**config.mk**
```make
export PLATFORM = sky130hd
export DESIGN_NAME = wb_scoreboard_flat
export DESIGN_NICKNAME = d
export VERILOG_FILES = /design/src/rtl/core_pkg.sv /design/src/rtl/wb_scoreboard_if.sv /design/src/rtl/wb_fifo.sv /design/src/rtl/wb_scoreboard.sv /design/src/flat_wrapper.sv
export SDC_FILE = /design/constraint.sdc
export NUM_CORES = 1
export LEC_CHECK = 0
export ABC_AREA = 1
export CAP_MARGIN = 10
export CORE_MARGIN = 2
export CORE_UTILIZATION = 45
export CTS_CLUSTER_DIAMETER = 60
export CTS_CLUSTER_SIZE = 8
export DETAILED_ROUTE_END_ITERATION = 10
export PLACE_DENSITY = 0.76
export SLEW_MARGIN = 5
export SYNTH_ARGS = -nofsm -noshare
export SYNTH_HDL_FRONTEND = slang
export SYNTH_SLANG_ARGS = --single-unit
```
**constraint.sdc**
```tcl
create_clock -name i_clk -period 2.9 [get_ports i_clk]
set_clock_uncertainty 0.05 [all_clocks]
set_input_delay 0.58 -clock i_clk [delete_from_list [all_inputs] [get_ports i_clk]]
set_output_delay 0.58 -clock i_clk [all_outputs]
set_load 0.05 [all_outputs]
```
**src/rtl/core_pkg.sv**
```systemverilog
// Shared core definitions for the writeback path.
//   XLEN        - integer register width
//   REG_ADDR_W  - architectural register index width
//   X0          - index of the hardwired-zero register
//   wb_entry_t  - one queued long-latency writeback {rd, data}
package core_pkg;

    localparam int XLEN       = 32;
    localparam int REG_ADDR_W = 5;

    localparam logic [REG_ADDR_W-1:0] X0 = '0;

    typedef struct packed {
        logic [REG_ADDR_W-1:0] rd;
        logic [XLEN-1:0]       data;
    } wb_entry_t;

endpackage

```
**src/rtl/wb_scoreboard_if.sv**
```systemverilog
// Writeback bus between the execution units and wb_scoreboard.
//   ALU request     : i_alu_wren, i_alu_rd, i_alu_data (no backpressure)
//   Long-latency    : i_ll_valid, o_ll_ready, i_ll_rd, i_ll_data
//   Register write  : o_rd_addr, o_rd_data, o_rd_wren
//
// Long-latency handshake: a transfer happens on the rising clock edge where
// i_ll_valid and o_ll_ready are both high. Once i_ll_valid is raised the
// producer holds i_ll_valid, i_ll_rd and i_ll_data stable until that edge.
// o_ll_ready never depends combinationally on i_ll_valid.
//
// Modports: master = execution units / testbench, slave = wb_scoreboard.
interface wb_scoreboard_if;

    logic                              i_alu_wren;
    logic [core_pkg::REG_ADDR_W-1:0]   i_alu_rd;
    logic [core_pkg::XLEN-1:0]         i_alu_data;

    logic                              i_ll_valid;
    logic                              o_ll_ready;
    logic [core_pkg::REG_ADDR_W-1:0]   i_ll_rd;
    logic [core_pkg::XLEN-1:0]         i_ll_data;

    logic [core_pkg::REG_ADDR_W-1:0]   o_rd_addr;
    logic [core_pkg::XLEN-1:0]         o_rd_data;
    logic                              o_rd_wren;

    modport master (
        output i_alu_wren, i_alu_rd, i_alu_data,
        output i_ll_valid, i_ll_rd, i_ll_data,
        input  o_ll_ready,
        input  o_rd_addr, o_rd_data, o_rd_wren
    );

    modport slave (
        input  i_alu_wren, i_alu_rd, i_alu_data,
        input  i_ll_valid, i_ll_rd, i_ll_data,
        output o_ll_ready,
        output o_rd_addr, o_rd_data, o_rd_wren
    );

endinterface

```
**src/rtl/wb_fifo.sv**
```systemverilog
// Circular FIFO of pending long-latency writebacks.
//   i_clk, i_reset_n : clock, async active-low reset (empties the FIFO)
//   i_push, i_push_entry : enqueue (ignored when full)
//   i_pop            : dequeue head (ignored when empty)
//   o_full, o_empty  : status from the registered count
//   o_head           : current head entry
module wb_fifo
    import core_pkg::*;
#(
    parameter int DEPTH = 2
) (
    input  logic      i_clk,
    input  logic      i_reset_n,
    input  logic      i_push,
    input  wb_entry_t i_push_entry,
    input  logic      i_pop,
    output logic      o_full,
    output logic      o_empty,
    output wb_entry_t o_head
);

    localparam int CNT_W = $clog2(DEPTH + 1);
    localparam int PTR_W = (DEPTH > 1) ? $clog2(DEPTH) : 1;
    localparam logic [PTR_W-1:0] LAST_PTR = PTR_W'(DEPTH - 1);
    localparam logic [CNT_W-1:0] FULL_CNT = CNT_W'(DEPTH);

    wb_entry_t        mem [DEPTH];
    logic [PTR_W-1:0] wr_ptr;
    logic [PTR_W-1:0] rd_ptr;
    logic [CNT_W-1:0] count;
    logic             push_ok;
    logic             pop_ok;

    // Pointers wrap at DEPTH, which need not be a power of two.
    function automatic logic [PTR_W-1:0] next_ptr(input logic [PTR_W-1:0] p);
        return (p == LAST_PTR) ? '0 : p + PTR_W'(1);
    endfunction

    assign o_full  = (count == FULL_CNT);
    assign o_empty = (count == '0);
    assign push_ok = i_push && !o_full;
    assign pop_ok  = i_pop && !o_empty;
    assign o_head  = mem[rd_ptr];

    always_ff @(posedge i_clk or negedge i_reset_n) begin
        if (!i_reset_n) begin
            wr_ptr <= '0;
            rd_ptr <= '0;
            count  <= '0;
        end else begin
            if (push_ok) wr_ptr <= next_ptr(wr_ptr);
            if (pop_ok)  rd_ptr <= next_ptr(rd_ptr);
            case ({push_ok, pop_ok})
                2'b10:   count <= count + CNT_W'(1);
                2'b01:   count <= count - CNT_W'(1);
                default: count <= count;
            endcase
        end
    end

    // Storage needs no reset: an entry is only read after it was written.
    always_ff @(posedge i_clk) begin
        if (push_ok) mem[wr_ptr] <= i_push_entry;
    end

endmodule

```
**src/rtl/wb_scoreboard.sv**
```systemverilog
// Register-file writeback arbiter and pending-result scoreboard.
//   i_clk, i_reset_n       : clock, async active-low reset
//   i_issue_valid/_rd      : decode issues a long-latency op to rd
//   i_dec_rs1/_rs2/_rd     : operands of the instruction in decode
//   o_stall                : decode must hold (hazard on a pending register)
//   bus (slave)            : ALU request, long-latency handshake, RF write port
// The ALU always wins the write port; queued long-latency results drain
// in acceptance order whenever the ALU is not writing.
module wb_scoreboard
    import core_pkg::*;
#(
    parameter int DEPTH = 2,
    parameter int NREG  = 32
) (
    input  logic                  i_clk,
    input  logic                  i_reset_n,
    input  logic                  i_issue_valid,
    input  logic [REG_ADDR_W-1:0] i_issue_rd,
    input  logic [REG_ADDR_W-1:0] i_dec_rs1,
    input  logic [REG_ADDR_W-1:0] i_dec_rs2,
    input  logic [REG_ADDR_W-1:0] i_dec_rd,
    output logic                  o_stall,
    wb_scoreboard_if.slave        bus
);

    wb_entry_t             head;
    wb_entry_t             push_entry;
    logic                  full;
    logic                  empty;
    logic                  push;
    logic                  pop;
    logic                  alu_win;
    logic                  issue_set;
    logic [NREG-1:0]       pending;
    logic [NREG-1:0]       pending_next;
    logic [REG_ADDR_W-1:0] wb_addr;
    logic [XLEN-1:0]       wb_data;
    logic                  wb_wren;

    assign push_entry = '{rd: bus.i_ll_rd, data: bus.i_ll_data};
    // Ready comes only from the registered count, so a pop in a full cycle
    // does not open the door for a push in that same cycle.
    assign push       = bus.i_ll_valid && !full;
    assign alu_win    = bus.i_alu_wren && (bus.i_alu_rd != X0);
    assign pop        = !alu_win && !empty;
    assign issue_set  = i_issue_valid && (i_issue_rd != X0) && !o_stall;

    wb_fifo #(.DEPTH(DEPTH)) u_fifo (
        .i_clk        (i_clk),
        .i_reset_n    (i_reset_n),
        .i_push       (push),
        .i_push_entry (push_entry),
        .i_pop        (pop),
        .o_full       (full),
        .o_empty      (empty),
        .o_head       (head)
    );

    // Entries for x0 still drain through the port, just without a write.
    always_comb begin
        wb_wren = 1'b0;
        wb_addr = X0;
        wb_data = '0;
        if (alu_win) begin
            wb_wren = 1'b1;
            wb_addr = bus.i_alu_rd;
            wb_data = bus.i_alu_data;
        end else if (!empty) begin
            wb_wren = (head.rd != X0);
            wb_addr = head.rd;
            wb_data = head.data;
        end
    end

    assign bus.o_rd_wren  = wb_wren;
    assign bus.o_rd_addr  = wb_addr;
    assign bus.o_rd_data  = wb_data;
    assign bus.o_ll_ready = !full;

    // Clear before set so a same-cycle set on the same register wins.
    always_comb begin
        pending_next = pending;
        if (pop && (head.rd != X0)) pending_next[head.rd] = 1'b0;
        if (issue_set)              pending_next[i_issue_rd] = 1'b1;
        pending_next[0] = 1'b0;
    end

    always_ff @(posedge i_clk or negedge i_reset_n) begin
        if (!i_reset_n) pending <= '0;
        else            pending <= pending_next;
    end

    // Stall holds through the write cycle itself; the register file read
    // only sees the new value on the following cycle.
    assign o_stall = pending[i_dec_rs1] | pending[i_dec_rs2] | pending[i_dec_rd];

endmodule

```
**src/flat_wrapper.sv**
```systemverilog
// flat-port wrapper written by rule: the top's interface ports become plain ports
module wb_scoreboard_flat import core_pkg::*;
#(
    parameter int DEPTH = 2,
    parameter int NREG  = 32
)
  (i_clk, i_reset_n, i_issue_valid, i_issue_rd, i_dec_rs1, i_dec_rs2, i_dec_rd, o_stall, bus_i_alu_wren, bus_i_alu_rd, bus_i_alu_data, bus_i_ll_valid, bus_i_ll_rd, bus_i_ll_data, bus_o_ll_ready, bus_o_rd_addr, bus_o_rd_data, bus_o_rd_wren);
  wb_scoreboard_if bus_i ();
  input  logic i_clk;
  input  logic i_reset_n;
  input  logic i_issue_valid;
  input  logic [REG_ADDR_W-1:0] i_issue_rd;
  input  logic [REG_ADDR_W-1:0] i_dec_rs1;
  input  logic [REG_ADDR_W-1:0] i_dec_rs2;
  input  logic [REG_ADDR_W-1:0] i_dec_rd;
  output logic o_stall;
  input wire logic [$bits(bus_i.i_alu_wren)-1:0] bus_i_alu_wren;
  input wire logic [$bits(bus_i.i_alu_rd)-1:0] bus_i_alu_rd;
  input wire logic [$bits(bus_i.i_alu_data)-1:0] bus_i_alu_data;
  input wire logic [$bits(bus_i.i_ll_valid)-1:0] bus_i_ll_valid;
  input wire logic [$bits(bus_i.i_ll_rd)-1:0] bus_i_ll_rd;
  input wire logic [$bits(bus_i.i_ll_data)-1:0] bus_i_ll_data;
  output wire logic [$bits(bus_i.o_ll_ready)-1:0] bus_o_ll_ready;
  output wire logic [$bits(bus_i.o_rd_addr)-1:0] bus_o_rd_addr;
  output wire logic [$bits(bus_i.o_rd_data)-1:0] bus_o_rd_data;
  output wire logic [$bits(bus_i.o_rd_wren)-1:0] bus_o_rd_wren;
  assign bus_i.i_alu_wren = bus_i_alu_wren;
  assign bus_i.i_alu_rd = bus_i_alu_rd;
  assign bus_i.i_alu_data = bus_i_alu_data;
  assign bus_i.i_ll_valid = bus_i_ll_valid;
  assign bus_i.i_ll_rd = bus_i_ll_rd;
  assign bus_i.i_ll_data = bus_i_ll_data;
  assign bus_o_ll_ready = bus_i.o_ll_ready;
  assign bus_o_rd_addr = bus_i.o_rd_addr;
  assign bus_o_rd_data = bus_i.o_rd_data;
  assign bus_o_rd_wren = bus_i.o_rd_wren;
  wb_scoreboard #(.DEPTH(DEPTH), .NREG(NREG)) u_core (.i_clk(i_clk), .i_reset_n(i_reset_n), .i_issue_valid(i_issue_valid), .i_issue_rd(i_issue_rd), .i_dec_rs1(i_dec_rs1), .i_dec_rs2(i_dec_rs2), .i_dec_rd(i_dec_rd), .o_stall(o_stall), .bus(bus_i));
endmodule
```
Word-level counts from Yosys, hierarchy flattened --
Memory sizes are Yosys's and may differ from the RTL's. Cells that the tools add are included.
Cells by class: $add $sub $neg 4, $mul 0, div/mod/pow operators 0, magnitude comparators 7, eq/ne operators 3, shifts and indexed selects 0, mux-type cells 23, bitwise gates (word level) 5, reduce and logical (&&, ||, !) cells 19
Operators by type and width (number):
- $mux 32 | 4
- $and 32x32->32 | 1
- $not 32->32 | 1
- $or 32x32->32 | 1
- $lt 5x6->1 const B | 5
- $bmux 1 s5 | 3
- $reduce_bool 5->1 | 3
- $mux 1 | 11
- $demux 1 s5 | 2
- $ge 5x1->1 const B | 2
- $logic_and 1x1->1 | 10
- $mux 5 | 2
- $eq 2x2->1 const B | 2
- $logic_not 1->1 | 4
- $pmux 2 s2 | 1
- $add 1x1->1 const B | 2
- $add 2x1->2 const B | 1
- $eq 2x1->1 const B | 1
- $logic_not 2->1 | 1
- $or 1x1->1 | 2
- $reduce_bool 2->1 | 1
- $sub 2x1->2 const B | 1
Storage, ports and cells: flip-flop bits (word level) 35, latch bits 0, RAM bits 74, memory bits (read-only) 0, input port bits 99, output and inout port bits 40, word-level logic and storage cells 66, memories kept 1
Memory list:
- u_core.u_fifo.mem | depth 2, width 37, read ports 1, clocked after memory_dff 0, write ports 1, RTL line wb_fifo.sv:27 | wb_entry_t mem [DEPTH];

Longest topological paths before layout --
An unclocked memory read counts as a cell.
word-level depth 10, gate-level depth with buffers 15

Modules after synthesis --
Synthesis repeated with hierarchy kept, for this count alone.
Second synthesis, totals: cell total of the unflattened synthesis 737, area, all modules 6256.0 µm²
By module, submodules not included:
- wb_scoreboard | times used 1, cells each 511, area each 3316.9 µm², seq. area each 775.7 µm²
- wb_fifo | times used 1, cells each 226, area each 2939.1 µm², seq. area each 2322.2 µm²

Worst setup path after synthesis --
OpenSTA, ideal clock, no wires.
path kind in2out, start point in bus_i_alu_rd[4], end point out bus_o_rd_data[0], arrival time 2.564 ns, data required time 2.270 ns, slack -0.294 ns, stages on the path 8, cell sequence nor3_1 -> nand3_1 -> nand2_1 -> inv_2 -> nor2_4 -> inv_2 -> clkbuf_1 -> o21ai_0
On the way: longest elaborated chain between the ends 3
RTL lines:
- from (decl) | RTL line flat_wrapper.sv:18 | input wire logic [$bits(bus_i.i_alu_rd)-1:0] bus_i_alu_rd;
- $reduce_bool 5->1 | RTL line wb_scoreboard.sv:44 | assign alu_win = bus.i_alu_wren && (bus.i_alu_rd != X0);
- $logic_and 1x1->1 | RTL line wb_scoreboard.sv:44
- $mux 32 | RTL line wb_scoreboard.sv:64 | if (alu_win) begin
- to (decl) | RTL line flat_wrapper.sv:25 | output wire logic [$bits(bus_i.o_rd_data)-1:0] bus_o_rd_data;
Every way passes these cells.

Final worst setup path --
start point in bus_i_alu_rd[4], end point out bus_o_rd_addr[2]
On the way: longest elaborated chain between the ends 3
RTL lines:
- $reduce_bool 5->1 | RTL line wb_scoreboard.sv:44
- $logic_and 1x1->1 | RTL line wb_scoreboard.sv:44
- $mux 5 | RTL line wb_scoreboard.sv:64
- to (decl) | RTL line flat_wrapper.sv:24 | output wire logic [$bits(bus_i.o_rd_addr)-1:0] bus_o_rd_addr;
Every way passes these cells.

==> impl_metrics.csv <==
group,metric,value,unit
power_and_ir_drop,ir_drop,0.522,mV
clock_network,clkLatencyLatePin,0.35,ns
timing,hold_violations,0,
timing,period_share,1.01,
power_and_ir_drop,pwr-share-clk,0.174,
grt,grt_max_degree,39,
layout,drive_gt1_frac,0.162,
clock_network,h-tree-depth,3,
power_and_ir_drop,p_total,0.00729,W
worst_setup_path,reg2reg_slack,0.82,ns
worst_hold_path,holdCritPathClass,"reg2reg",
layout,final_cells,1038,
synth,synth_flop_cell,"edfxtp_1",
drt,wirelength,19.1,mm
synth,async_flop_share,0.321,
drt,vias,5639,
power_and_ir_drop,p_sw,0.00296,W
timing,fmax,343,MHz
timing,grt_setup_unrepaired,"yes",
worst_setup_path,cp_max_fo,19,
power_and_ir_drop,cellPowerDensity,851,mW/mm²
drt,first_pass_iters,6,
clock_network,cts_hold_buf,0,
flow_run,cap_violations,0,
die,ios,139,
synth,yosys_warnings,0,
worst_setup_path,worst_setup_path_start_kind,"input port",
die,start_util,0.465,
grt,grt_pass1_wl,29.3,mm
synth,synth_area,0.00592,mm²
drt,vias_per_cell,5.43,
timing,setup_viol,1,
grt,grt.overflow.total,0,
worst_setup_path,cp_data_arrival_time,2.29,ns
synth,ys_seq_area_frac,0.523,
status,status,"finished, violations left",
drt,post_drt_wl_per_cell,18.4,µm
clock_network,cts_tree,"built",
worst_setup_path,setup.worst_path.class,"in2out",
die,core-area,0.0127,mm²
clock_network,clock_sinks,109,
layout,n_antenna_cell,0,
die,dieArea,0.0141,mm²
power_and_ir_drop,p_sw_frac,0.406,
synth,synth-seq-cells,109,
synth,synth_common_cells,"nand2_1 (193), nand3_1 (110), edfxtp_1 (74)",
worst_setup_path,cp.required,2.27,ns
timing,finalCriticalPeriod,2.92,ns
synth,synth_cell_types,31,
drt,antenna_left,0,
worst_hold_path,min_from,"u_core.pending[3]",
grt,track_usage,0.270,
clock_network,root_buffer,"clkbuf_16",
clock_network,cts.path.max_buffers,2,
grt,grt_pass1_vias,5631,
synth,synth_top_area_cell,"edfxtp_1",
worst_setup_path,reg2reg_from,"u_core.u_fifo.rd_ptr",
layout,fin_nets,961,
placed_design,dpl.hpwl,14.0,mm
die,die_w,119,µm
status,failed_checks,"negative setup slack",
layout,synthToLayoutAreaGrowth,44.5,%
placed_design,gp_congestion,0.954,
layout,fillers,1030,
power_and_ir_drop,comb_power_share,0.484,
timing,tightest_slew,0.555,ns
power_and_ir_drop,p_int,0.00433,W
synth,syn_area_per_cell,8.62,µm²
synth,yosysMostFrequentCell,"nand2_1",
worst_setup_path,crit_start,"bus_i_alu_rd[4]",
power_and_ir_drop,seqPwrFrac,0.342,
timing,slew_violations,0,
timing,relSlewSlack,0.629,
grt,antenna_found_initial,0,
synth,ys_top_cells_by_area,"edfxtp_1 (38%), dfrtp_1 (15%), nand2_1 (12%)",
synth,syn_nets,787,
synth,synth-edff-count,74,
synth,syn_inst,687,
worst_setup_path,critPathCaptureType,"output port",
die,num_rows,41,
clock_network,clk_pin_slew,0.07,ns
clock_network,numCtsBuffers,9,
die,die_h,119,µm
drt,drcViolationCount,0,
synth,synth_top_cell_area_share,0.375,
timing,setup_ws,-0.0165,ns
placed_design,placed_cells,1015,
drt,drtIter0Drc,531,
power_and_ir_drop,p_leak,3.72,nW
placed_design,portBuffers,138,
## worst max-delay path, stage by stage
cell	delay [ns]
clkdlybuf4s50_1	0.44
nor3_2	0.16
nand3_1	0.11
nand2_2	0.09
inv_2	0.07
nor2_4	0.13
buf_12	0.13
clkinv_8	0.09
o22ai_1	0.28
buf_12	0.19
## logic make-up (layout without fill, tap and decap cells)
logic type | after synthesis | count (layout) | synth area share
AOI/OAI and AO/OA | 86 | 86 | 0.0769
and+or+nand+nor | 366 | 366 | 0.268
xor gates and xnor gates | 3 | 3 | 0.00444
adders and majority gates | 1 | 1 | 0.00211
DFF | 109 | 109 | 0.523
buffers and inverters | 90 | 269 | 0.0716
muxes | 32 | 32 | 0.0541
## state kept, by name (all words and copies together) (netlist names)
name and count:
u_core.u_fifo.mem 74, u_core.u_fifo.count 2, u_core.u_fifo.rd_ptr 1, u_core.u_fifo.wr_ptr 1, u_core.pending 31
## routing by layer
layer	track usage	up-vias	wire [µm]
met5	0	-	0
met4	0.118	0	731
met3	0.0729	60	1820
met2	0.436	283	9020
met1	0.339	2633	7500
li1	-	2663	-
## cells in the final DEF, fill, tap and decap left out, types with 9 or more instances in the layout
cell type and n:
dfrtp_1 34, buf_12 42, clkbuf_16 9, o21ai_1 28, edfxtp_1 74, o21ai_0 35
inv_1 57, mux2i_1 32, clkdlybuf4s50_1 94, nor2_1 44, nand3_1 110, buf_4 43
nand2_1 191
## cell type report
type	instances	area, µm²	area share
inverters	63	254	0.0297
well taps	172	215	0.0251
flip-flops and latches	109	3100	0.362
repair buffers	189	2220	0.259
clock inverters	4	55.1	0.00643
clock buffers	12	256	0.0300
multi-input cells	488	2450	0.286
repair inverters	1	8.76	0.00102
## metrics by stage
stage | util | hold WS (ns) | setup slack (ns) | setup TNS [ns] | instance area [µm²]
finish | 0.673 | 0.458 | -0.0165 | -0.0165 | 8560
global placement | 0.637 | 0.434 | -0.109 | -2.96 | 8100
CTS | 0.662 | 0.459 | -0.000573 | -0.000602 | 8420
detailed placement | 0.637 | 0.444 | -0.156 | -4.43 | 8100
global route | 0.673 | 0.498 | -0.0759 | -0.865 | 8560
floorplan | - | 0.234 | -0.294 | -5.79 | 5930
## power groups by stage
stage	clock, W	combinational (W)	sequential, W
after floorplan	0	0.00189	0.00232
after global placement	0	0.00333	0.00248
after detailed placement	0	0.00338	0.00250
after CTS	0.00128	0.00341	0.00247
after global routing	0.00135	0.00376	0.00252
final	0.00127	0.00352	0.00249
## worst paths after layout
check,endpoint,cells past startpoint
setup / recovery,bus_o_rd_addr[2],10
hold / removal,u_core.pending[3],2
setup reg to reg,u_core.pending[21],7
hold reg to reg,u_core.pending[3],2
max in group asynchronous,u_core.u_fifo.rd_ptr,2
min in group asynchronous,u_core.pending[23],2
## repair_timing
| action | 4_1_cts | 5_1_grt |
|---|---|---|
| resized for setup | 6 | 44 |
| endpoints found under the setup margin | 37 | 39 |
| pin swaps | 0 | 3 |
| gates cloned | 0 | 2 |
| buffers inserted | 0 | 5 |
(Power assumes the default switching activity.)
